<file path="src/rtl/seq_detector_param.sv">
// seq_detector_param: parameterised serial pattern detector.
// It matches an arbitrary-length pattern (MSB first) on a qualified 1-bit
// stream. It supports Mealy or Moore detect timing, overlapping or
// non-overlapping matches, and a saturating match counter.
// Optional feature macro: SEQDET_PROG_EN. It adds a runtime-loadable pattern
// through the pat_load/pat_data ports.
//
// Handshake: there is no back-pressure. A bit is consumed on every rising edge
// where in_valid=1 and neither clear nor pat_load is asserted. Bits presented
// with in_valid=0 are ignored and leave all state untouched.
//
// The fill counter is the FSM. state mirrors it as EMPTY/FILLING/ARMED so that
// checkers can bind to a readable encoding.
module seq_detector_param #(
    parameter int                 SEQ_LEN = 4,
    parameter logic [SEQ_LEN-1:0] SEQ     = 4'b1011,
    parameter bit                 OVERLAP = 1'b1,
    parameter bit                 MEALY   = 1'b0,
    parameter int                 CNT_W   = 8
) (
    input  logic                         clk,
    input  logic                         reset,
    input  logic                         in_valid,
    input  logic                         in_bit,
    input  logic                         clear,
`ifdef SEQDET_PROG_EN
    input  logic                         pat_load,
    input  logic [SEQ_LEN-1:0]           pat_data,
`endif
    output logic                         detect,
    output logic [CNT_W-1:0]             match_count,
    output logic                         count_sat,
    output logic [$clog2(SEQ_LEN+1)-1:0] fill,
    output logic [1:0]                   state
);

    localparam int FW = $clog2(SEQ_LEN + 1);
    localparam logic [FW-1:0] FULL = FW'(SEQ_LEN);
    localparam logic [FW-1:0] PRE  = FW'(SEQ_LEN - 1);

    typedef enum logic [1:0] {
        EMPTY   = 2'd0,
        FILLING = 2'd1,
        ARMED   = 2'd2
    } state_t;

    logic [SEQ_LEN-2:0] history;
    logic [SEQ_LEN-1:0] pattern;
    logic [FW-1:0]      fill_q;
    logic [FW-1:0]      fill_next;
    state_t             state_q;
    state_t             state_next;
    logic [CNT_W-1:0]   count_q;
    logic               detect_q;
    logic               load;
    logic               hit;

`ifdef SEQDET_PROG_EN
    assign load = pat_load;

    // Runtime pattern register, reloaded whenever pat_load is pulsed.
    always_ff @(posedge clk or posedge reset) begin
        if (reset) begin
            pattern <= SEQ;
        end else if (pat_load) begin
            pattern <= pat_data;
        end
    end
`else
    assign load    = 1'b0;
    assign pattern = SEQ;
`endif

    // A match uses the SEQ_LEN-1 stored bits plus the bit arriving now.
    // Clear and pattern load both discard the incoming bit.
    assign hit = in_valid & ~clear & ~load & (fill_q >= PRE) &
                 ({history, in_bit} == pattern);

    // Next fill count and the state that this fill count represents.
    always_comb begin
        fill_next = fill_q;
        if (clear || load) begin
            fill_next = '0;
        end else if (in_valid) begin
            if (hit && !OVERLAP) begin
                fill_next = '0;
            end else if (fill_q != FULL) begin
                fill_next = fill_q + FW'(1);
            end
        end
        state_next = FILLING;
        if (fill_next == '0) begin
            state_next = EMPTY;
        end else if (fill_next == FULL) begin
            state_next = ARMED;
        end
    end

    // History shift, fill/state, match counter and registered detect.
    always_ff @(posedge clk or posedge reset) begin
        if (reset) begin
            history  <= '0;
            fill_q   <= '0;
            state_q  <= EMPTY;
            count_q  <= '0;
            detect_q <= 1'b0;
        end else begin
            fill_q   <= fill_next;
            state_q  <= state_next;
            detect_q <= hit;
            if (in_valid && !clear && !load) begin
                history <= (SEQ_LEN-1)'({history, in_bit});
            end
            if (clear) begin
                count_q <= '0;
            end else if (hit && (count_q != '1)) begin
                count_q <= count_q + CNT_W'(1);
            end
        end
    end

    assign detect      = MEALY ? (hit & ~reset) : detect_q;
    assign match_count = count_q;
    assign count_sat   = &count_q;
    assign fill        = fill_q;
    assign state       = state_q;

endmodule

</file>
<file path="config.mk">
export PLATFORM = sky130hd
export DESIGN_NAME = seq_detector_param
export DESIGN_NICKNAME = d
export VERILOG_FILES = /design/src/rtl/seq_detector_param.sv
export SDC_FILE = /design/constraint.sdc
export NUM_CORES = 1
export LEC_CHECK = 0
export CORE_MARGIN = 2
export CORE_UTILIZATION = 45
export DETAILED_ROUTE_END_ITERATION = 8
export DONT_BUFFER_PORTS = 1
export PLACE_DENSITY = 0.59
export SLEW_MARGIN = 30
export SYNTH_ARGS = -nofsm -noshare
export SYNTH_HDL_FRONTEND = slang
export SYNTH_SLANG_ARGS = --single-unit
</file>
<file path="constraint.sdc">
create_clock -name clk -period 3 [get_ports clk]
set_clock_uncertainty 0.2 [all_clocks]
set_input_delay 0.6 -clock clk [delete_from_list [all_inputs] [get_ports clk]]
set_output_delay 0.6 -clock clk [all_outputs]
set_load 0.02 [all_outputs]
</file>
After elaboration in Yosys (flattened, before gate mapping)
Index checks and enable logic that the tools add are counted.
- latch bits: 0
- RAM bits: 0
- input bits: 5
- word-level logic and storage cells: 29
- bits in registers: 17
- memory bits (read-only): 0
- memories kept: 0
- magnitude comparators: 1
- $mul: 0
- divide/modulo/power cells: 0
- reductions and logical operators: 6
- muxes and demuxes: 7
- eq/ne operators: 4
- shift-type cells: 0
- bitwise gates (word level): 4
- $add $sub $neg: 2
- operators with widths (cell ; number):
    $mux W8 ; 2
    $mux W3 ; 3
    $add A8 B1 Y8 const B ; 1
    $ne A8 B8 Y1 const B ; 1
    $reduce_and A8 Y1 ; 1
    $eq A4 B4 Y1 const B ; 1
    $mux W2 ; 2
    $add A3 B1 Y3 const B ; 1
    $and A1 B1 Y1 ; 3
    $eq A3 B3 Y1 const B ; 1
    $ge A3 B2 Y1 const B ; 1
    $logic_not A3 Y1 ; 1
    $ne A3 B3 Y1 const B ; 1
    $logic_and A1 B1 Y1 ; 2
    $reduce_bool A2 Y1 ; 1
    $logic_not A1 Y1 ; 1
    $not A1 Y1 ; 1

Depth between registers and ports, before layout
- depth after elaboration: 7
- gate-level depth with buffers: 8

Worst setup path before layout
No wires, ideal clock.
- path kind: reg2reg
- start point: register fill_q[0] (netlist: fill[0])
- end point: register count_q[4] (netlist: match_count[4])
- arrival time: 2.010 ns
- library setup time: 0.078 ns
- clock period less this slack: 2.288 ns
- path buffers: 1
- data required time: 2.722 ns
- setup slack: 0.712 ns
- cell stages (with the launch flop): 8
- cells stage by stage: dfrtp_1 ha_1 ha_1 a211oi_1 or4_1 buf_2 or4_1 a21oi_1
- longest elaborated chain between the ends: 5
- ends and longest elaborated chain (what ; RTL line ; source):
    start, declared ; 49 ; logic [FW-1:0] fill_q;
    start signal, assigned ; 108 ; fill_q <= fill_next;
    $ge A3 B2 Y1 ; 76 ; assign hit = in_valid & ~clear & ~load & (fill_q >= PRE) &
    $and A1 B1 Y1 (2 in a row) ; 76 ;
    $logic_and A1 B1 Y1 ; 116 ; end else if (hit && (count_q != '1)) begin
    $reduce_bool A2 Y1 (no line) ; -- ;
    end signal, assigned ; 117 ; count_q <= count_q + CNT_W'(1);
    end, declared ; 53 ; logic [CNT_W-1:0] count_q;
Every way passes these cells.
A chain may end at the register's enable or synchronous reset.

Worst setup path after layout
Ends and elaborated chain as after synthesis.

==> flow_summary_export.csv <==
group,metric,value,unit
pwr,comb_power_share,8.0,%
floorplanning,num_rows,15,
routing,totalWireLength,1560,um
floorplanning,initial_utilization,48.7,%
critical_path,crit_path_end_kind,"register",
pwr,p_seq_share,64.0,%
routing,routedWlPerCell,13.8,um
pwr,clockPowerShare,28.0,%
yosys,yosysWarnings,0,
yosys,synth_nets,95,
critical_path,worst-path-buf-inv,0,
global_route,antenna_found_initial,0,
critical_path,reg2reg_slack,0.42,ns
sta,period_minus_slack,2.58,ns
global_route,grt_pass1_wl,2350,um
pwr,power_switching_share,24.7,%
yosys,ys_ff_latch,17,
floorplanning,fp.dieH,47.5,um
yosys,synth.area.top_cells,"dfrtp_1, ha_1, a21oi_1, o21ai_0, or3_1",
sta,setup_viol,0,
floorplanning,die_width,47.5,um
critical_path,regToRegEndpoint,"match_count[4]$_DFFE_PP0P_",
floorplanning,boundaryPins,20,
clock_network,cts_root_buf,"clkbuf_4",
global_route,grt_util_met2,21.6,%
yosys,ys_seq_area_share,50.0,%
yosys,synth_cell_types,28,
sta,tightest_slew,0.617,ns
clock_network,clkSlewWorstSetupHoldPaths,0.09,ns
clock_network,postCtsSetupBuffers,0,
floorplanning,core_area,1750,um2
sta,finalHoldViolations,0,
sta,fin_crit_sh,86.2,%
yosys,syn-cell-area,851,um2
critical_path,crit_family,"simple AND/OR/NAND/NOR gates",
yosys,syn_inst,86,
critical_path,rr_worst_depth,6,
cells_and_area,layout.nets,98,
run,drv_cap,0,
routing,routed_via_density,5.30,
yosys,synthesis.area_per_instance,9.89,um2
placed_design,gp_congestion,0.741,
sta,tns,0,ns
sta,max_freq,387,MHz
critical_path,critPathSlowestCell,"or4_1",
pwr,p_total,410,uW
floorplanning,die-area,2250,um2
yosys,yosysTopAreaCellShare,50.0,%
cells_and_area,syn2layout_area_growth,6.32,%
cells_and_area,final_common_cell,"dfrtp_1",
sta,slew_viol_final,0,
routing,drt_iter0_markers,9,
yosys,synth_area_leader_cell,"dfrtp_1",
outcome,status,"finished, final reports clean",
global_route,gr-usage-all-layers,15.3,%
critical_path,endpoint,"match_count[4]$_DFFE_PP0P_",
clock_network,cts-buffers-inserted,3,
clock_network,cts_tree,"yes",
critical_path,worstPathMaxFanout,17,
routing,vias,599,
clock_network,cts_buffer_depth,2,
global_route,overflow,0,
sta,max_slew_margin,58.8,%
pwr,ir_drop,353,uV
global_route,grt_max_degree,18,
routing,drcViolationCount,0,
critical_path,startpoint_type,"register",
global_route,grt_pass1_vias,514,
clock_network,cts-hold-fix-buffers,0,
critical_path,crit_required,3.01,ns
global_route,met3_usage,8.30,%
sta,rsz0062_at_grt,"false",
critical_path,crit_type,"reg -> reg",
clock_network,cts.sinks,17,
pwr,pwr_density_cell,453,nW/um2
clock_network,clock_latency,0.28,ns
pwr,power.switching,101,uW
global_route,top_usage_layer,"met2",
cells_and_area,drive_above_1_share,9.09,%
pwr,p_int,309,uW
critical_path,worstSetupStartpoint,"fill[0]$_DFF_PP0_",
placed_design,port_buffers,0,
placed_design,place_hpwl,1130,um
global_route,met1_usage,20.7,%
cells_and_area,antenna_cells,0,
routing,antenna_left,0,
pwr,leakagePower,0.000395,uW
cells_and_area,final_cell_mix,"dfrtp_1, a21oi_1, o21ai_0",
clock_network,ctsResizeCount,0,
critical_path,crit_arrival,2.60,ns
critical_path,r2r_start,"fill[0]$_DFF_PP0_",
critical_path,path_cells,"ha_1, ha_1, a211oi_1, or4_1, or4_1, a21oi_1",
clock_network,htree_num_levels,1,
critical_path,crit_cells,6,
hold_path,hold_class,"in -> async",
critical_path,cpPeakStageDelay,0.66,ns
routing,dr.pass1.iters,4,
[power by group through the flow]
stage | combinational (uW) | sequential (uW) | clock [uW]
6_report | 32.7 | 262 | 115
5_1_grt | 38.1 | 265 | 131
4_1_cts | 33.5 | 263 | 120
3_5_place_dp | 33.6 | 267 | 0
3_3_place_gp | 32.8 | 267 | 0
2_1_floorplan | 29.7 | 264 | 0
[area by class of cell]
cell class | count | area, um2
tap | 25 | 31.3
sequential | 17 | 425
multi-input combinational | 59 | 387
clock buffer | 3 | 22.5
timing repair buffer | 1 | 7.51
clock inverter | 1 | 5.00
fill | 175 | 841
inverter | 7 | 26.3
[cells by family after synthesis]
kind of cell / Yosys count / synth area share [%]
compound gates: 23 / 15.3
xor+xnor: 1 / 1.03
fa+ha+maj: 4 / 5.88
buf+inv: 10 / 4.56
flops: 17 / 50.0
mux: 3 / 3.82
simple gates: 28 / 19.4
[sequential cells by signal, indices dropped and copies added (netlist names)]
| signal | cells |
|---|---|
| fill | 3 |
| history | 3 |
| match_count | 8 |
| state | 2 |
| detect | 1 |
[worst min-delay path by stage]
stage | to | cells past startpoint | from | slack [ns]
after floorplan | history[0]$_DFFE_PP0P_ | 2 | history[0]$_DFFE_PP0P_ | 0.26
after global placement | history[2]$_DFFE_PP0P_ | 1 | history[2]$_DFFE_PP0P_ | 0.29
after detailed placement | history[0]$_DFFE_PP0P_ | 2 | history[0]$_DFFE_PP0P_ | 0.30
after CTS | match_count[3]$_DFFE_PP0P_ | 1 | reset | 0.08
after global routing | match_count[3]$_DFFE_PP0P_ | 1 | reset | 0.12
final | match_count[3]$_DFFE_PP0P_ | 1 | reset | 0.07
[cell usage after synthesis, drive strengths merged]
master   n
a211oi   2
a21boi   1
a21oi    9
and2     1
and3     2
buf      1
clkbuf   2
dfrtp   17
ha       4
inv      7
mux2     2
mux2i    1
nand2    4
nand2b   1
nand3    2
nand3b   1
nand4    1
nor2     4
nor3b    1
nor4b    1
o211ai   1
o21ai    8
o31ai    2
or2b     2
or3      5
or3b     1
or4      2
xnor2    1
[metal layers]
layer / share of wire (%) / wire [um] / up-vias
met1: 47 / 733 / 279
li1: - / - / 307
met4: 0.77 / 12 / 0
met5: 0 / 0 / -
met3: 5.8 / 90 / 2
met2: 46 / 723 / 11
[per-stage QoR]
| step | utilization [%] | std cells | worst slack, ns | hold slack (ns) | cell area (um2) |
|---|---|---|---|---|---|
| final | 51.8 | 113 | 0.415 | 0.0691 | 905 |
| after global routing | 51.8 | 113 | 0.244 | 0.122 | 905 |
| after CTS | 51.8 | 113 | 0.389 | 0.0794 | 905 |
| after detailed placement | 50.3 | 109 | 0.436 | 0.297 | 877 |
| after global placement | 50.3 | 109 | 0.504 | 0.288 | 877 |
| after floorplan | - | 86 | 0.712 | 0.264 | 851 |
No activity file was read; power rests on OpenSTA's default activity.
